### src/rtl/xor_stream_ctrl_pkg.sv
// xorStreamPkg: shared definitions for the byte-stream XOR sequencer.
//   xor_state_e     - sequencer states (IDLE/HEADER/CIPHER/DRAIN)
//   LEN_WIDTH_DEF   - default width of frame/header length fields
//   XOR_BYPASS_KEY  - key applied to bytes that pass through unmodified
package xorStreamPkg;
  localparam int         LEN_WIDTH_DEF  = 16;
  localparam logic [7:0] XOR_BYPASS_KEY = 8'h00;

  typedef enum logic [1:0] {
    IDLE   = 2'd0,
    HEADER = 2'd1,
    CIPHER = 2'd2,
    DRAIN  = 2'd3
  } xor_state_e;
endpackage

### src/rtl/xor_stream_ctrl_async_xor.sv
// asyncXor: purely combinational byte XOR.
//   i_a - data byte, i_b - key byte, o_y - i_a ^ i_b
module asyncXor (
  input  logic [7:0] i_a,
  input  logic [7:0] i_b,
  output logic [7:0] o_y
);
  assign o_y = i_a ^ i_b;
endmodule

### src/rtl/xor_stream_ctrl.sv
// xor_stream_ctrl: accepts a frame of xorLength bytes, passes the first
// xorHdrLen bytes through, XORs the rest with one keystream byte each and
// presents results on a registered valid/ready output.
//   xorStart/xorAbort        - frame control pulses (abort wins)
//   xorLength/xorHdrLen      - lengths, sampled on an accepted start
//   dataIn/Valid/Ready       - source byte stream
//   keyIn/Valid/Ready        - keystream
//   dataOut/Valid/Ready      - registered result stream
//   xorBusy/xorDone          - frame status
module xor_stream_ctrl
  import xorStreamPkg::*;
#(
  parameter int LEN_WIDTH = LEN_WIDTH_DEF
) (
  input  logic                 macCoreClk,
  input  logic                 macCoreClkHardRst_n,
  input  logic                 xorStart,
  input  logic                 xorAbort,
  input  logic [LEN_WIDTH-1:0] xorLength,
  input  logic [LEN_WIDTH-1:0] xorHdrLen,
  input  logic [7:0]           dataIn,
  input  logic                 dataInValid,
  output logic                 dataInReady,
  input  logic [7:0]           keyIn,
  input  logic                 keyInValid,
  output logic                 keyInReady,
  output logic [7:0]           dataOut,
  output logic                 dataOutValid,
  input  logic                 dataOutReady,
  output logic                 xorBusy,
  output logic                 xorDone
);

  xor_state_e           r_state, w_nxt;
  logic [LEN_WIDTH-1:0] r_cnt, r_len, r_hdr, w_cntInc;
  logic [7:0]           r_dout, w_key, w_xor;
  logic                 r_dvalid, r_done, w_doneNxt, w_accept, w_slotFree;

  assign w_slotFree   = !r_dvalid || dataOutReady;
  assign w_cntInc     = r_cnt + 1'b1;
  assign dataOut      = r_dout;
  assign dataOutValid = r_dvalid;
  assign xorDone      = r_done;
  assign xorBusy      = (r_state != IDLE);

  asyncXor u_xor (.i_a(dataIn), .i_b(w_key), .o_y(w_xor));

  always_ff @(posedge macCoreClk or negedge macCoreClkHardRst_n) begin
    if (!macCoreClkHardRst_n) r_state <= IDLE;
    else                      r_state <= w_nxt;
  end

  always_comb begin
    w_nxt       = r_state;
    dataInReady = 1'b0;
    keyInReady  = 1'b0;
    w_accept    = 1'b0;
    w_doneNxt   = 1'b0;
    w_key       = XOR_BYPASS_KEY;
    case (r_state)
      IDLE: begin
        if (xorStart)
          w_nxt = (xorLength == '0) ? DRAIN : ((xorHdrLen != '0) ? HEADER : CIPHER);
      end
      HEADER: begin
        dataInReady = w_slotFree;
        w_accept    = dataInValid && w_slotFree;
        // Length check first so hdr >= len bypasses the whole frame.
        if (w_accept) begin
          if (w_cntInc == r_len)      w_nxt = DRAIN;
          else if (w_cntInc == r_hdr) w_nxt = CIPHER;
        end
      end
      CIPHER: begin
        w_key       = keyIn;
        // Cross-coupled readies: data and key only ever move as a pair.
        dataInReady = keyInValid && w_slotFree;
        keyInReady  = dataInValid && w_slotFree;
        w_accept    = dataInValid && keyInValid && w_slotFree;
        if (w_accept && (w_cntInc == r_len)) w_nxt = DRAIN;
      end
      DRAIN: begin
        if (w_slotFree) begin
          w_doneNxt = 1'b1;
          w_nxt     = IDLE;
        end
      end
      default: w_nxt = IDLE;
    endcase
    // Abort drops readies too, so no source sees a handshake that gets discarded.
    if (xorAbort) begin
      w_nxt       = IDLE;
      dataInReady = 1'b0;
      keyInReady  = 1'b0;
      w_accept    = 1'b0;
      w_doneNxt   = 1'b0;
    end
  end

  always_ff @(posedge macCoreClk or negedge macCoreClkHardRst_n) begin
    if (!macCoreClkHardRst_n) begin
      r_cnt    <= '0;
      r_len    <= '0;
      r_hdr    <= '0;
      r_dout   <= 8'h00;
      r_dvalid <= 1'b0;
      r_done   <= 1'b0;
    end else if (xorAbort) begin
      r_cnt    <= '0;
      r_dvalid <= 1'b0;
      r_done   <= 1'b0;
    end else begin
      r_done <= w_doneNxt;
      if ((r_state == IDLE) && xorStart) begin
        r_len <= xorLength;
        r_hdr <= xorHdrLen;
        r_cnt <= '0;
      end
      if (w_accept) begin
        r_cnt    <= w_cntInc;
        r_dout   <= w_xor;
        r_dvalid <= 1'b1;
      end else if (dataOutReady) begin
        r_dvalid <= 1'b0;
      end
    end
  end

endmodule

### config.mk
export PLATFORM = sky130hd
export DESIGN_NAME = xor_stream_ctrl
export DESIGN_NICKNAME = d
export VERILOG_FILES = /design/src/rtl/xor_stream_ctrl_pkg.sv /design/src/rtl/xor_stream_ctrl_async_xor.sv /design/src/rtl/xor_stream_ctrl.sv
export SDC_FILE = /design/constraint.sdc
export NUM_CORES = 1
export LEC_CHECK = 0
export CORE_AREA = 2 2 92 94
export CTS_CLUSTER_DIAMETER = 80
export CTS_CLUSTER_SIZE = 14
export DETAILED_ROUTE_END_ITERATION = 7
export DIE_AREA = 0 0 94 96
export PLACE_DENSITY = 0.74
export SYNTH_ARGS = -nofsm -noshare
export SYNTH_HDL_FRONTEND = slang
export SYNTH_SLANG_ARGS = --single-unit
### constraint.sdc
create_clock -name macCoreClk -period 3 [get_ports macCoreClk]
set_input_delay 0.75 -clock macCoreClk [delete_from_list [all_inputs] [get_ports macCoreClk]]
set_output_delay 0.75 -clock macCoreClk [all_outputs]
set_load 0.02 [all_outputs]
==> impl_metrics.tcl, run 1 <==
set metrics [dict create \
    outcome "completed" \
    cts_buffers 9 \
    fin_cells 597 \
    finalClockSkew_ps 14.9 \
    period_share_pct 95.5 \
    post-place-ws_ps -105 \
    cp.required_ps 3300 \
    hold_class "in -> async" \
    synth_top_area_share_pct 37.9 \
    rr_worst_depth 10 \
    synth_top_cell_by_area "dfrtp_1" \
    start_util_pct 49.2 \
    rows 33 \
    placed_cells 580 \
    worst_slack_ps 136 \
    area_growth_pct 29.4 \
    grt_pass1_wl_um 17800 \
    drv_slew 0 \
    portBuffers 67 \
    synthTopCellsByArea "dfrtp_1, mux2_2, o21ai_0" \
    max_cap_viol_count 0 \
    power_density_nw_per_um2 697 \
    ys_ff_latch 60 \
    p_total_mw 3.57 \
    die_h_um 96 \
    layout-drive-gt1-share_pct 20.7 \
    clk_latency_ps 350 \
    ir_drop_mv 0.446 \
    finalHoldViolations 0 \
    synth_cell_types 65 \
    power.leakage_nw 2.14 \
    critPathArrivalTime_ps 3160 \
    wirelength_um 10800 \
    placeableCoreArea_um2 8050 \
    dp.final_hpwl_um 8240 \
    synthFlopType "dfrtp_1" \
    antennaDiodeCount 0 \
    synthCells 402 \
    cts_tree "built" \
    cts_hold_buf 0 \
    gp_congestion 0.941 \
    crit_start "r_cnt[0]" \
    syn_area_um2 3960 \
    die_w_um 94 \
    tns_ps 0 \
    clkTransAtPathRegs_ps 80 \
    grt_pass1_vias 3510 \
    antenna_left 0 \
    synth-async-reset-ratio_pct 100 \
    fin_util_pct 63.7 \
    crit_path_end_kind "register" \
    overflow 0 \
    rsz0062_at_grt "false" \
    syn_area_per_cell_um2 9.85 \
    max_freq_mhz 349 \
    drc 0 \
    grt_antenna_before_repair 0 \
    io-pin-count 68 \
    start_kind "register" \
    ys.warnings.count 0 \
    htreeDepth 3 \
    reg2reg_slack_ps 140 \
    num_vias 3539 \
    dieArea_um2 9020 \
    synth-edff-count 0 \
    dr.pass1.iters 5 \
    cts_sinks 60 \
    dr.first_iter.drc_count 204 \
    post_dp_cell_area_um2 4890 \
    track_usage_pct 26.0 \
    vias_per_cell 5.93 \
    path_max_fanout 4 \
    grt_start_max_net_pins 37 \
    r2r_end "r_state[1]" \
    slew_headroom_pct 58.8 \
    tightest_slew_ps 617 \
    ctsLongestPathBuffers 2 \
    synth_fp_nets 463 \
    finalSetupViolCount 0 \
    reg2reg_from "r_cnt[0]" \
    crit_type "reg -> reg" \
    clockRootBuffer "clkbuf_8" \
    timing.hold.ws_ps 397 \
    wl_per_cell_um 18.1 \
    period_minus_slack_ps 2860 \
    final_area_um2 5130 \
    yosysSeqAreaShare_pct 37.9 \
    nets 548 \
]
==> layout by cell type, fill, tap and decap left out, types with 3 or more instances in the layout <==
| master | n |
|---|---|
| clkdlybuf4s50_1 | 64 |
| dfrtp_1 | 60 |
| nand2_1 | 37 |
| o21ai_0 | 36 |
| buf_4 | 34 |
| mux2_2 | 32 |
| xor2_1 | 19 |
| nor2_1 | 17 |
| xnor2_1 | 17 |
| a21oi_1 | 11 |
| nor4_1 | 9 |
| clkbuf_8 | 9 |
| inv_1 | 8 |
| nand3_1 | 8 |
| nand4_1 | 8 |
| nand2b_1 | 6 |
| nor3_1 | 6 |
| and3_1 | 6 |
| o31ai_1 | 6 |
| ha_1 | 6 |
| nor2b_1 | 5 |
| or3_1 | 5 |
| a31oi_1 | 5 |
| and4_1 | 4 |
| a211oi_1 | 3 |
| nor4_4 | 3 |
| o41ai_1 | 3 |
| or2_2 | 3 |
| or4_1 | 3 |
| clkinv_4 | 3 |
==> registers in the layout, summed over array words and instances (netlist names) <==
| register | cells |
|---|---|
| r_cnt | 16 |
| r_hdr | 16 |
| r_len | 16 |
| dataOut | 8 |
| r_state | 2 |
| dataOutValid | 1 |
| xorDone | 1 |
==> kinds of logic (layout without fill, tap and decap cells) <==
family / Yosys count / count (layout) / synth area share (%)
and+or+nand+nor: 137 / 137 / 21.2
AOI/OAI and AO/OA: 90 / 90 / 15.4
DFF: 60 / 60 / 37.9
xor gates and xnor gates: 39 / 39 / 9.70
buffers and inverters: 36 / 126 / 4.23
muxes: 34 / 34 / 9.61
adders and majority gates: 6 / 6 / 1.90
==> final cells by class <==
cell class | count | area (um^2)
Fill cell | 671 | 2930
Multi-Input combinational cell | 306 | 2300
Sequential cell | 60 | 1500
Timing Repair Buffer | 102 | 938
Tap cell | 105 | 131
Clock buffer | 9 | 124
Clock inverter | 7 | 101
Inverter | 8 | 30.0
==> synth_stat cells, types with 3 or more instances <==
master / count
a2111oi_0: 3
a211oi_1: 3
a21oi_1: 12
a31oi_1: 5
and3_1: 6
and4_1: 4
buf_2: 8
clkbuf_1: 15
dfrtp_1: 60
ha_1: 6
inv_1: 8
mux2_2: 32
nand2_1: 37
nand2b_1: 6
nand3_1: 8
nand4_1: 8
nor2_1: 17
nor2b_1: 5
nor3_1: 6
nor4_1: 9
nor4_4: 3
o21ai_0: 36
o31ai_1: 6
o41ai_1: 3
or2_2: 3
or3_1: 5
or4_1: 4
xnor2_1: 17
xor2_1: 19
==> layer usage <==
| layer | vias to the layer above | part of all wire [%] | global-route usage [%] |
|---|---|---|---|
| met3 | 24 | 7.6 | 7.83 |
| met4 | 0 | 2.3 | 8.82 |
| met1 | 1699 | 42 | 33.5 |
| li1 | 1653 | - | - |
| met2 | 163 | 48 | 42.1 |
| met5 | - | 0 | 0 |
==> what timing repair did <==
item | in CTS | in global routing
pin swaps | 0 | 1
setup endpoints to repair | 2 | 2
setup buffers | 0 | 1
resized for setup | 2 | 3
==> how the worst max path moves through the flow <==
stage | end | slack, ps
2_1_floorplan | r_state[1] | 340
3_3_place_gp | dataInReady | -70
3_5_place_dp | dataInReady | -100
4_1_cts | r_state[1] | 60
5_1_grt | r_state[1] | 3
6_report | r_state[1] | 140
==> power by group <==
part           total [mW]  internal (mW)  switching, mW
Sequential           1.36           1.09          0.276
Clock               0.827          0.471          0.356
Combinational        1.38          0.742          0.640
Total                3.57           2.30           1.27
==> critical path, stage by stage, from the launching register on <==
cell       delay, ps
dfrtp_1          390
ha_1             220
xor3_1           360
a2111oi_1        440
o2111ai_1        260
nor4b_2          320
nand4_1          130
buf_4            190
a21o_1           200
nor3_2           160
o21ba_1          150
(Power assumes the default switching activity.)
==> inputs of run 2 (changes only) <==
Settings changed: CORE_AREA 2 2 92 94 to 2 2 97 99, DIE_AREA 0 0 94 96 to 0 0 99 101, PLACE_DENSITY 0.74 to 0.68.
==> run 2 against run 1 <==
  * Worst setup slack better by 52 ps
  * Via count is 2.3% lower
  * Hold slack better by 83 ps
  * Sequential power hardly changed
  * Highest routed layer unchanged
  * Design area is 0.22% lower
  * First-iteration DRC count is 43% lower
  * Clock-buffer cell count stayed put
  * Critical path depth is 3 lower
  * Non-clock buffer count is 3 lower
==> impl_metrics.tcl, run 2 (synthesis gave the netlist of run 1 again) <==
set metrics [dict create \
    outcome "completed" \
    crit_path_end_kind "output pin" \
    use_met1_pct 30.3 \
    rsz0062_at_grt "false" \
    io-pin-count 68 \
    max_freq_mhz 356 \
    vias_per_cell 5.76 \
    die_h_um 101 \
    die_w_um 99 \
    portBuffers 67 \
    busiest_layer "met2" \
    htreeDepth 3 \
    overflow 0 \
    power_density_nw_per_um2 711 \
    final_cell_mix "clkdlybuf4s50_1, dfrtp_1, nand2_1, o21ai_0" \
    fin_util_pct 57.0 \
    hold_class "reg -> reg" \
    grt_start_max_net_pins 61 \
    area_growth_pct 29.2 \
    wirelength_um 10900 \
    ir_drop_mv 0.393 \
    drc 0 \
    start_util_pct 44.1 \
    rows 35 \
    cp.required_ps 2250 \
    track_usage_pct 22.8 \
    cts_buffers 9 \
    antenna_left 0 \
    max_cap_viol_count 0 \
    nets 545 \
    grtUsageMet2_pct 36.6 \
    cpPeakStageDelay_ps 460 \
    period_minus_slack_ps 2810 \
    clk_latency_ps 340 \
    grt_pass1_vias 3343 \
    num_vias 3458 \
    final_area_um2 5110 \
    timing.hold.ws_ps 481 \
    cpMostUsedCell "nand2_1" \
    tns_ps 0 \
    path_cells "clkdlybuf4s50_1 -> nand2_1 -> nand2_1 -> nand2_1 -> nor3_1 -> buf_4 -> dlygate4sd2_1" \
    post-place-ws_ps -89.3 \
    slew_headroom_pct 47.2 \
    wl_per_cell_um 18.1 \
    dp.final_hpwl_um 8430 \
    clkTransAtPathRegs_ps 70 \
    period_share_pct 93.7 \
    dieArea_um2 10000 \
    placeableCoreArea_um2 8980 \
    grt_pass1_wl_um 17600 \
    use_met3_pct 5.20 \
    crit_type "in -> out" \
    finalHoldViolations 0 \
    tightest_slew_ps 791 \
    start_kind "primary input" \
    antennaDiodeCount 0 \
    crit_family "buffers and inverters" \
    layout-drive-gt1-share_pct 20.2 \
    crit_slowest_cell "clkdlybuf4s50_1" \
    clockRootBuffer "clkbuf_8" \
    layout_commonest_cell "clkdlybuf4s50_1" \
    critical_path_buf_inv_count 3 \
    post_dp_cell_area_um2 4870 \
    cts_tree "built" \
    postCtsSetupRepairBufs 0 \
    p_total_mw 3.63 \
    path_max_fanout 2 \
    placed_cells 584 \
    dr.first_iter.drc_count 116 \
    gp_congestion 0.957 \
    grt_antenna_before_repair 0 \
    drv_slew 0 \
    critPathArrivalTime_ps 2060 \
    ctsLongestPathBuffers 2 \
    largestRegisters "r_cnt (16), r_hdr (16), r_len (16)" \
    finalSetupViolCount 0 \
    power.leakage_nw 2.13 \
    worst_slack_ps 188 \
    cts_sinks 60 \
    fin_cells 600 \
    dr.pass1.iters 4 \
    finalClockSkew_ps 6.78 \
]
-- run 2: changes by cell type in the layout (fill, tap and decap cells not counted), sizes merged --
cell and change:
buf -3, bufinv +1, clkinv -1
-- run 2: power breakdown --
part	internal (mW)	leakage [nW]	switching [mW]
clock	0.548	0.115	0.338
combinational	0.742	1.26	0.650
sequential	1.09	0.759	0.269
total	2.38	2.13	1.26
-- run 2: path summary, 6_finish.rpt --
kind	start	end	slack (ps)	cells after the start
min in group asynchronous	macCoreClkHardRst_n	r_hdr[2]	550	2
worst min register to register	dataOut[7]	dataOut[7]	480	2
max in group asynchronous	macCoreClkHardRst_n	r_len[15]	1900	2
worst max register to register	r_cnt[0]	r_state[1]	210	9
worst min-delay path	dataOut[7]	dataOut[7]	480	2
worst max-delay path	keyInValid	dataInReady	190	7
-- run 2: cell type report --
type                            instances  area, um^2
Tap cell                              111         139
Timing Repair Buffer                   99         903
Clock inverter                          7         115
Clock buffer                            9         124
Fill cell                             760        3860
Multi-Input combinational cell        306        2300
Inverter                                8        30.0
Sequential cell                        60        1500
-- run 2: metal layers --
metal,vias up,wire length (um),share of wire [%]
met2,147,5010,46
li1,1646,-,-
met1,1645,4810,44
met4,0,277,2.5
met5,-,0,0
met3,20,773,7.1
-- run 2: timing repair --
action                                  4_1_cts  5_1_grt
endpoints found under the setup margin        2        2
hold buffers                                  0        0
resized for setup                             2        3
hold endpoints to repair                      0        0
-- run 2: worst min-delay path, delay by kind of cell (launching register included) --
family          cells  cell delay, ps
flops               1             340
simple gates        1              40
compound gates      1              60
==> inputs of run 3 (changes only) <==
Settings changed: CAP_MARGIN set to 20.
==> results of run 3 <==
No change in the layout: final DEF, timing and power equal those of run 2.
